### src/rtl/inst_fetch_queue.sv
`default_nettype none
// ============================================================================
// Module   : inst_fetch_queue
// Brief    : Instruction fetch unit with a circular prefetch queue. Issues one
//            outstanding word request at a time, queues returned words with
//            their addresses, and flushes/restarts on redirect. A request
//            made stale by a redirect is finished and its data dropped.
// Revision : 1.0 - initial release
// ============================================================================
module inst_fetch_queue #(
   parameter int          DEPTH    = 4,
   parameter logic [31:0] RESET_PC = 32'h0000_0000
) (
   input  logic                     clk,
   input  logic                     reset,
   input  logic                     redirect,
   input  logic [31:0]              redirect_pc,
   output logic                     imem_req,
   output logic [31:0]              imem_addr,
   input  logic                     imem_ack,
   input  logic [31:0]              imem_rdata,
   output logic                     inst_valid,
   input  logic                     inst_ready,
   output logic [31:0]              inst,
   output logic [31:0]              inst_pc,
   output logic [$clog2(DEPTH):0]   count
);

   localparam int                 c_PTR_W   = $clog2(DEPTH);
   localparam logic [c_PTR_W:0]   c_FULL    = (c_PTR_W+1)'(DEPTH);
   localparam logic [c_PTR_W-1:0] c_PTR_ONE = c_PTR_W'(1);

   typedef enum logic [1:0] {
      S_IDLE    = 2'd0,
      S_REQ     = 2'd1,
      S_DISCARD = 2'd2
   } state_t;

   state_t               r_state;
   state_t               w_state_nxt;
   logic [31:0]          r_fetch_pc;
   logic [31:0]          w_fetch_pc_nxt;
   logic [31:0]          r_req_addr;
   logic [c_PTR_W:0]     r_count;
   logic [c_PTR_W:0]     w_count_nxt;
   logic [c_PTR_W-1:0]   r_rd_ptr;
   logic [c_PTR_W-1:0]   r_wr_ptr;
   logic [31:0]          r_mem_data [DEPTH];
   logic [31:0]          r_mem_pc   [DEPTH];
   logic                 w_push;
   logic                 w_pop;
   logic                 w_valid;
   logic [31:0]          w_redirect_target;

   // Redirect overrides both queue operations in the same cycle.
   assign w_push            = (r_state == S_REQ) && imem_ack && !redirect;
   assign w_valid           = (r_count != '0);
   assign w_pop             = w_valid && inst_ready && !redirect;
   assign w_redirect_target = redirect_pc & 32'hFFFF_FFFC;

   // Next occupancy and next fetch address.
   always_comb begin
      w_count_nxt    = r_count;
      w_fetch_pc_nxt = r_fetch_pc;
      if (redirect) begin
         w_count_nxt    = '0;
         w_fetch_pc_nxt = w_redirect_target;
      end else begin
         w_count_nxt = r_count + {{c_PTR_W{1'b0}}, w_push} - {{c_PTR_W{1'b0}}, w_pop};
         if (w_push) begin
            w_fetch_pc_nxt = r_fetch_pc + 32'd4;
         end
      end
   end

   // FSM state register.
   always_ff @(posedge clk or negedge reset) begin
      if (!reset) begin
         r_state <= S_IDLE;
      end else begin
         r_state <= w_state_nxt;
      end
   end

   // FSM next-state and request output.
   always_comb begin
      w_state_nxt = r_state;
      imem_req    = 1'b0;
      case (r_state)
         S_IDLE: begin
            if (!redirect && (r_count < c_FULL)) begin
               w_state_nxt = S_REQ;
            end
         end
         S_REQ: begin
            imem_req = 1'b1;
            if (redirect) begin
               w_state_nxt = imem_ack ? S_IDLE : S_DISCARD;
            end else if (imem_ack) begin
               w_state_nxt = (w_count_nxt < c_FULL) ? S_REQ : S_IDLE;
            end
         end
         S_DISCARD: begin
            imem_req = 1'b1;
            if (imem_ack) begin
               w_state_nxt = S_IDLE;
            end
         end
         default: begin
            w_state_nxt = S_IDLE;
         end
      endcase
   end

   // Fetch PC, request address latch, occupancy and queue pointers.
   always_ff @(posedge clk or negedge reset) begin
      if (!reset) begin
         r_fetch_pc <= RESET_PC;
         r_req_addr <= RESET_PC;
         r_count    <= '0;
         r_rd_ptr   <= '0;
         r_wr_ptr   <= '0;
      end else begin
         r_fetch_pc <= w_fetch_pc_nxt;
         r_count    <= w_count_nxt;
         // The address only moves when a new request starts, so a stale
         // request keeps its address while a redirect retargets fetch_pc.
         if (w_state_nxt == S_REQ) begin
            r_req_addr <= w_fetch_pc_nxt;
         end
         if (redirect) begin
            r_rd_ptr <= '0;
            r_wr_ptr <= '0;
         end else begin
            if (w_push) r_wr_ptr <= r_wr_ptr + c_PTR_ONE;
            if (w_pop)  r_rd_ptr <= r_rd_ptr + c_PTR_ONE;
         end
      end
   end

   // Queue storage write; contents are only observed through valid entries.
   always_ff @(posedge clk) begin
      if (w_push) begin
         r_mem_data[r_wr_ptr] <= imem_rdata;
         r_mem_pc[r_wr_ptr]   <= r_fetch_pc;
      end
   end

   assign imem_addr  = r_req_addr;
   assign count      = r_count;
   assign inst_valid = w_valid;
   // Empty queue presents zeros rather than stale or uninitialised storage.
   assign inst       = w_valid ? r_mem_data[r_rd_ptr] : 32'h0;
   assign inst_pc    = w_valid ? r_mem_pc[r_rd_ptr]   : 32'h0;

endmodule
`default_nettype wire

### config.mk
export PLATFORM = sky130hd
export DESIGN_NAME = inst_fetch_queue
export DESIGN_NICKNAME = d
export VERILOG_FILES = /design/src/rtl/inst_fetch_queue.sv
export SDC_FILE = /design/constraint.sdc
export NUM_CORES = 1
export LEC_CHECK = 0
export CAP_MARGIN = 20
export CORE_MARGIN = 4
export CORE_UTILIZATION = 23
export CTS_CLUSTER_DIAMETER = 120
export DETAILED_ROUTE_END_ITERATION = 12
export PLACE_DENSITY = 0.49
export SLEW_MARGIN = 10
export SYNTH_ARGS = -nofsm -noshare
export SYNTH_HDL_FRONTEND = slang
export SYNTH_SLANG_ARGS = --single-unit
export TNS_END_PERCENT = 100
### constraint.sdc
create_clock -name clk -period 5.1 [get_ports clk]
set_input_delay 1.02 -clock clk [delete_from_list [all_inputs] [get_ports clk]]
set_output_delay 1.02 -clock clk [all_outputs]
set_load 0.1 [all_outputs]
Word level (Yosys, flattened, before mapping). Memory sizes are Yosys's and may differ from the RTL's. Index checks and enable logic that the tools add are counted.

Word-level logic and storage cells: 48. Bits in registers: 73. Memories kept: 2. Input port bits: 69. Memory bits (writable): 256.

Memories: r_mem_data (words 4, bits a word 32, rd ports 1, clocked after memory_dff 0, write ports 1, RTL line 48) `logic [31:0] r_mem_data [DEPTH];`; r_mem_pc (words 4, bits a word 32, rd ports 1, clocked after memory_dff 0, write ports 1, RTL line 49) `logic [31:0] r_mem_pc [DEPTH];`.

$lt $le $gt $ge: 2. Equal/unequal tests: 3. Reductions and logical operators: 11. Muxes and demuxes: 19. Add/subtract/negate cells: 5.

Operators by type and width (count): 2-to-1 mux 32 bit (4); adder 32 x 3 -> 32 bit (second input constant) (1); 2-to-1 mux 2 bit (9); < comparator 3 bit (second input constant) (2); case mux 2 bit (3 select lines) (1); logical AND 1 bit (5); adder 2 x 1 -> 2 bit (second input constant) (2); == test 2 x 1 -> 1 bit (second input constant) (2); 2-to-1 mux 1 bit (4); nonzero test 2 bit (2); adder 3 x 1 -> 3 bit (1); 2-to-1 mux 3 bit (1); nonzero test 3 bit (1); subtractor 3 x 1 -> 3 bit (1); == test 2 bit (second input constant) (1); logical NOT 2 bit (1); OR reduction 2 bit (1); logical NOT 1 bit (1).

Depth between registers and ports, before layout.
Depth after elaboration: 12. Mapped depth: 15. Mapped depth without buffers: 14.

Worst setup path after synthesis. OpenSTA, ideal clock, no wires.

Kind: reg2out. Start: reg r_count[1], in the netlist count[1]. End: out inst_pc[22]. Cell stages (with the launch flop): 4. Required time: 4080 ps. Data arrival time: 3086 ps. Slack: 994 ps. Cell sequence: dfrtp_1 -> or3_1 -> clkbuf_1 -> and2_1.

Longest elaborated chain between the ends: 2.

Ends and longest elaborated chain: start, declared (RTL line 44) `logic [c_PTR_W:0] r_count;`; start signal, assigned (RTL line 125) `r_count <= w_count_nxt;`; nonzero test 3 bit (RTL line 57) `assign w_valid = (r_count != '0);`; via inst_valid (RTL line 22) `output logic inst_valid,`; 2-to-1 mux 32 bit (RTL line 154) `assign inst_pc = w_valid ? r_mem_pc[r_rd_ptr] : 32'h0;`; end, declared (RTL line 25) `output logic [31:0] inst_pc,`.

The timed path passes the listed nets, and every way through them passes these cells.

Final worst setup path.
Start: reg r_rd_ptr[0]. End: out inst_pc[5].

Longest elaborated chain between the ends: 2.

Ends and longest elaborated chain: start, declared (RTL line 46) `logic [c_PTR_W-1:0] r_rd_ptr;`; start signal, assigned (RTL line 136) `if (w_pop) r_rd_ptr <= r_rd_ptr + c_PTR_ONE;`; memory (4 x 32 bit); 2-to-1 mux 32 bit (RTL line 154).

No other way between the ends.

==> PnR_summary.wiki <==
{| class="wikitable"
! Metric !! Value
|-
| Outcome || completed
|-
| Cell-internal power || 6.23 mW
|-
| Max Freq || 226 MHz
|-
| Min cycle time layout || 4420 ps
|-
| Crit-path max FO || 26
|-
| Average wire per cell in the routed design || 20.1 um
|-
| Hold Buf Count CTS || 0
|-
| Post-cts repair resize count || 0
|-
| Worst Setup Slack post-DPL || 880 ps
|-
| Clock buffers created by TritonCTS || 39
|-
| Router iterations before antenna repair || 4
|-
| I/O pin cnt || 170
|-
| Synthesis warning total || 0
|-
| Top FF cell, synth || edfxtp_1
|-
| Series of cell instances along the critical path || buf_12 > mux4_2 > and2_1 > clkdlybuf4s50_1
|-
| Pin count of the biggest net entering global routing || 52
|-
| Crit-path leading delay family || buffers and inverters
|-
| Proportion of synthesized flip-flops having asynchronous set or reset || 0.222
|-
| Part of the total power dissipated in combinational logic || 0.468
|-
| DRT iter0 DRCs || 428
|-
| Power density cells || 665 nW/um^2
|-
| Total setup violations reported at the end of the flow || 0
|-
| Count of final max-slew check failures || 0
|-
| Initial cell density of the core || 0.232
|-
| VDD IR max || 489 uV
|-
| Number of nets with antenna violations after routing || 0
|-
| Port bufs || 167
|-
| Commonest non-fill, non-tap cell in the layout || edfxtp_1
|-
| Setup repair after global routing missed its margin || no
|-
| Count of buffers added by post-CTS timing repair for setup || 0
|-
| Area Overhead vs Synth || 28.9%
|-
| Switching power share of the total || 0.456
|-
| Switching component of the power || 5.22 mW
|-
| Via count of the first global-routing pass || 7,895
|-
| Row count || 88
|-
| GPL Wtd Cong || 0.721
|-
| Part of the power in the clock network || 0.232
|-
| Worst slew slack as a fraction of its limit || 0.237
|-
| Data required time of the critical path || 4080 ps
|-
| First-pass GRT wire length || 53.1 mm
|-
| Commonest cells after routing, fill and taps aside || 256 x edfxtp_1, 141 x clkdlybuf4s50_1, 71 x dfrtp_1
|-
| Final period util || 0.866
|-
| DRC violations left || 0
|-
| Number of failing hold endpoints at the final stage || 0
|-
| Worst-case setup margin in the final layout || 681 ps
|-
| Height of the die || 249 um
|-
| Arrival time of data at the critical path endpoint || 3400 ps
|-
| Power share of the sequential group || 0.300
|-
| Clk pin slew, worst setup/hold paths || 60 ps
|-
| Number of clock sinks || 329
|-
| Critical path startpoint category || flop
|-
| Utilization of the core after routing || 0.299
|-
| Top cell type's share of synthesized area || 0.575
|-
| Congestion Overflow GR || 0
|-
| Antenna violations before repair || 3
|-
| Total negative slack || 0 ps
|-
| Cell variety after synth || 52
|-
| Slew at the pin closest to its max-slew limit || 1140 ps
|-
| Clk Tree Root Cell || clkbuf_16
|-
| Skew final || 15.7 ps
|-
| Share of layout cells above drive strength 1 || 0.210
|-
| Area leader, netlist || edfxtp_1
|-
| Core region area || 57,600 um^2
|-
| Leading post-synthesis cells by cell area || edfxtp_1 57%, dfrtp_1 14%, mux4_2 11%
|-
| Avg Cell Area, Syn || 17.4 um^2
|-
| Final layout net count || 1,041
|-
| Worst path buffer plus inverter count || 2
|-
| Crit path max-delay cell type || clkdlybuf4s50_1
|-
| Die X || 249 um
|-
| GRT Overall Usage || 0.113
|-
| Via count || 7,483
|-
| Hold crit path type || input pin to async pin
|-
| Register area share after synthesis || 0.712
|-
| Number of standard cells in the layout, taps in and fillers out || 1,755
|-
| Worst skew pair latency || 530 ps
|-
| Critical path start-end classification || flop to output port
|-
| Largest buffer count on any clock path || 3
|-
| Total nets after synthesis || 851
|-
| Post-synth EDFFs || 256
|-
| Total power of the final layout || 11.5 mW
|-
| Clock tree from TritonCTS || built
|-
| Max capacitance violation total || 0
|-
| Average via count per standard cell || 4.26
|-
| Total placed cells including tap cells || 1,684
|-
| Number of synthesized register bits || 329
|-
| Cell leakage power || 5.70 nW
|-
| Detailed Route WL || 35.3 mm
|-
| HPWL after detailed placement || 23.0 mm
|-
| Cells after Synth || 770
|-
| Worst stage delay on the critical path || 960 ps
|-
| Worst setup EP type || output port
|-
| Overall die area || 62,100 um^2
|-
| Post-synthesis instance area || 13,400 um^2
|-
| Depth of the CTS H-tree || 2
|}
==> cell families after synthesis <==
group                      Yosys count  share of synthesized area
xor gates and xnor gates            14                     0.0102
adders and majority gates           12                     0.0118
DFF                                329                      0.712
muxes                               96                      0.135
AOI/OAI and AO/OA                   59                     0.0287
and+or+nand+nor                    211                     0.0884
buffers and inverters               49                     0.0146
==> cells in the mapped netlist (all sizes together), types with 5 or more instances <==
cell type / instances
edfxtp: 256
clkbuf: 22
a31oi: 15
mux4: 64
or3: 6
ha: 11
nor2b: 9
dfrtp: 73
inv: 12
nor2: 32
o31ai: 7
xnor2: 7
a21oi: 5
or4: 7
xor2: 6
and2: 70
o21ai: 18
nand2: 34
nand3: 12
nor3: 6
nand4: 15
buf: 15
mux2: 31
==> power by group through the flow <==
stage          logic (mW)  clock network, mW  registers (mW)
2_1_floorplan        3.25                  0            4.27
4_1_cts              5.46               2.76            3.45
3_3_place_gp         5.44                  0            3.49
3_5_place_dp         5.45                  0            3.50
6_report             5.36               2.65            3.44
5_1_grt              5.60               2.87            3.48
==> through the flow <==
step           instance area, um^2  hold slack [ps]
2_1_floorplan                13400              469
3_3_place_gp                 16000              489
3_5_place_dp                 16000              493
4_1_cts                      17200              430
5_1_grt                      17200              453
6_report                     17200              460
==> worst register-to-register path, cell delays in order, from the launching register on <==
cell,delay [ps]
dfrtp_1,430
or3_2,730
nand2_1,220
nor2_1,60
ha_1,280
inv_1,50
ha_1,130
inv_1,50
fa_1,360
xnor3_1,230
nand2_1,60
a31oi_1,260
nand2_1,120
buf_4,240
mux2_1,350
==> worst paths after layout <==
path	end	startpoint	depth (start not counted)	slack [ps]
setup / recovery	inst_pc[5]	r_rd_ptr[0]	4	680
hold / removal	imem_addr[17]	reset	1	460
setup reg to reg	imem_addr[18]	count[1]	14	1400
hold reg to reg	imem_addr[6]	imem_addr[6]	1	500
max in group asynchronous	r_rd_ptr[0]	reset	2	3640
min in group clk	imem_addr[6]	imem_addr[6]	1	500
==> registers in the layout, indices dropped and copies added, names as in the netlist <==
| signal | count |
|---|---|
| count | 3 |
| imem_addr | 32 |
| r_fetch_pc | 32 |
| r_mem_data | 128 |
| r_mem_pc | 128 |
| r_rd_ptr | 2 |
| r_state | 2 |
| r_wr_ptr | 2 |
==> cell type report <==
cell class / instances / area [um^2]
Sequential cell: 329 / 9520
Clock inverter: 10 / 85.1
Clock buffer: 60 / 1140
Fill cell: 5719 / 40400
Timing Repair Buffer: 186 / 1810
Multi-Input combinational cell: 392 / 3670
Antenna cell: 1 / 2.50
Inverter: 12 / 45.0
Tap cell: 765 / 957
==> metal layers <==
metal | up-vias | part of all wire | wire, um | global-route usage
met3 | 45 | 0.055 | 1940 | 0.0326
met1 | 3866 | 0.46 | 16300 | 0.155
met4 | 2 | 0.018 | 624 | 0.0249
li1 | 3390 | - | - | -
met2 | 180 | 0.47 | 16400 | 0.180
met5 | - | 0.00020 | 7 | 0
(Power assumes the default switching activity.)
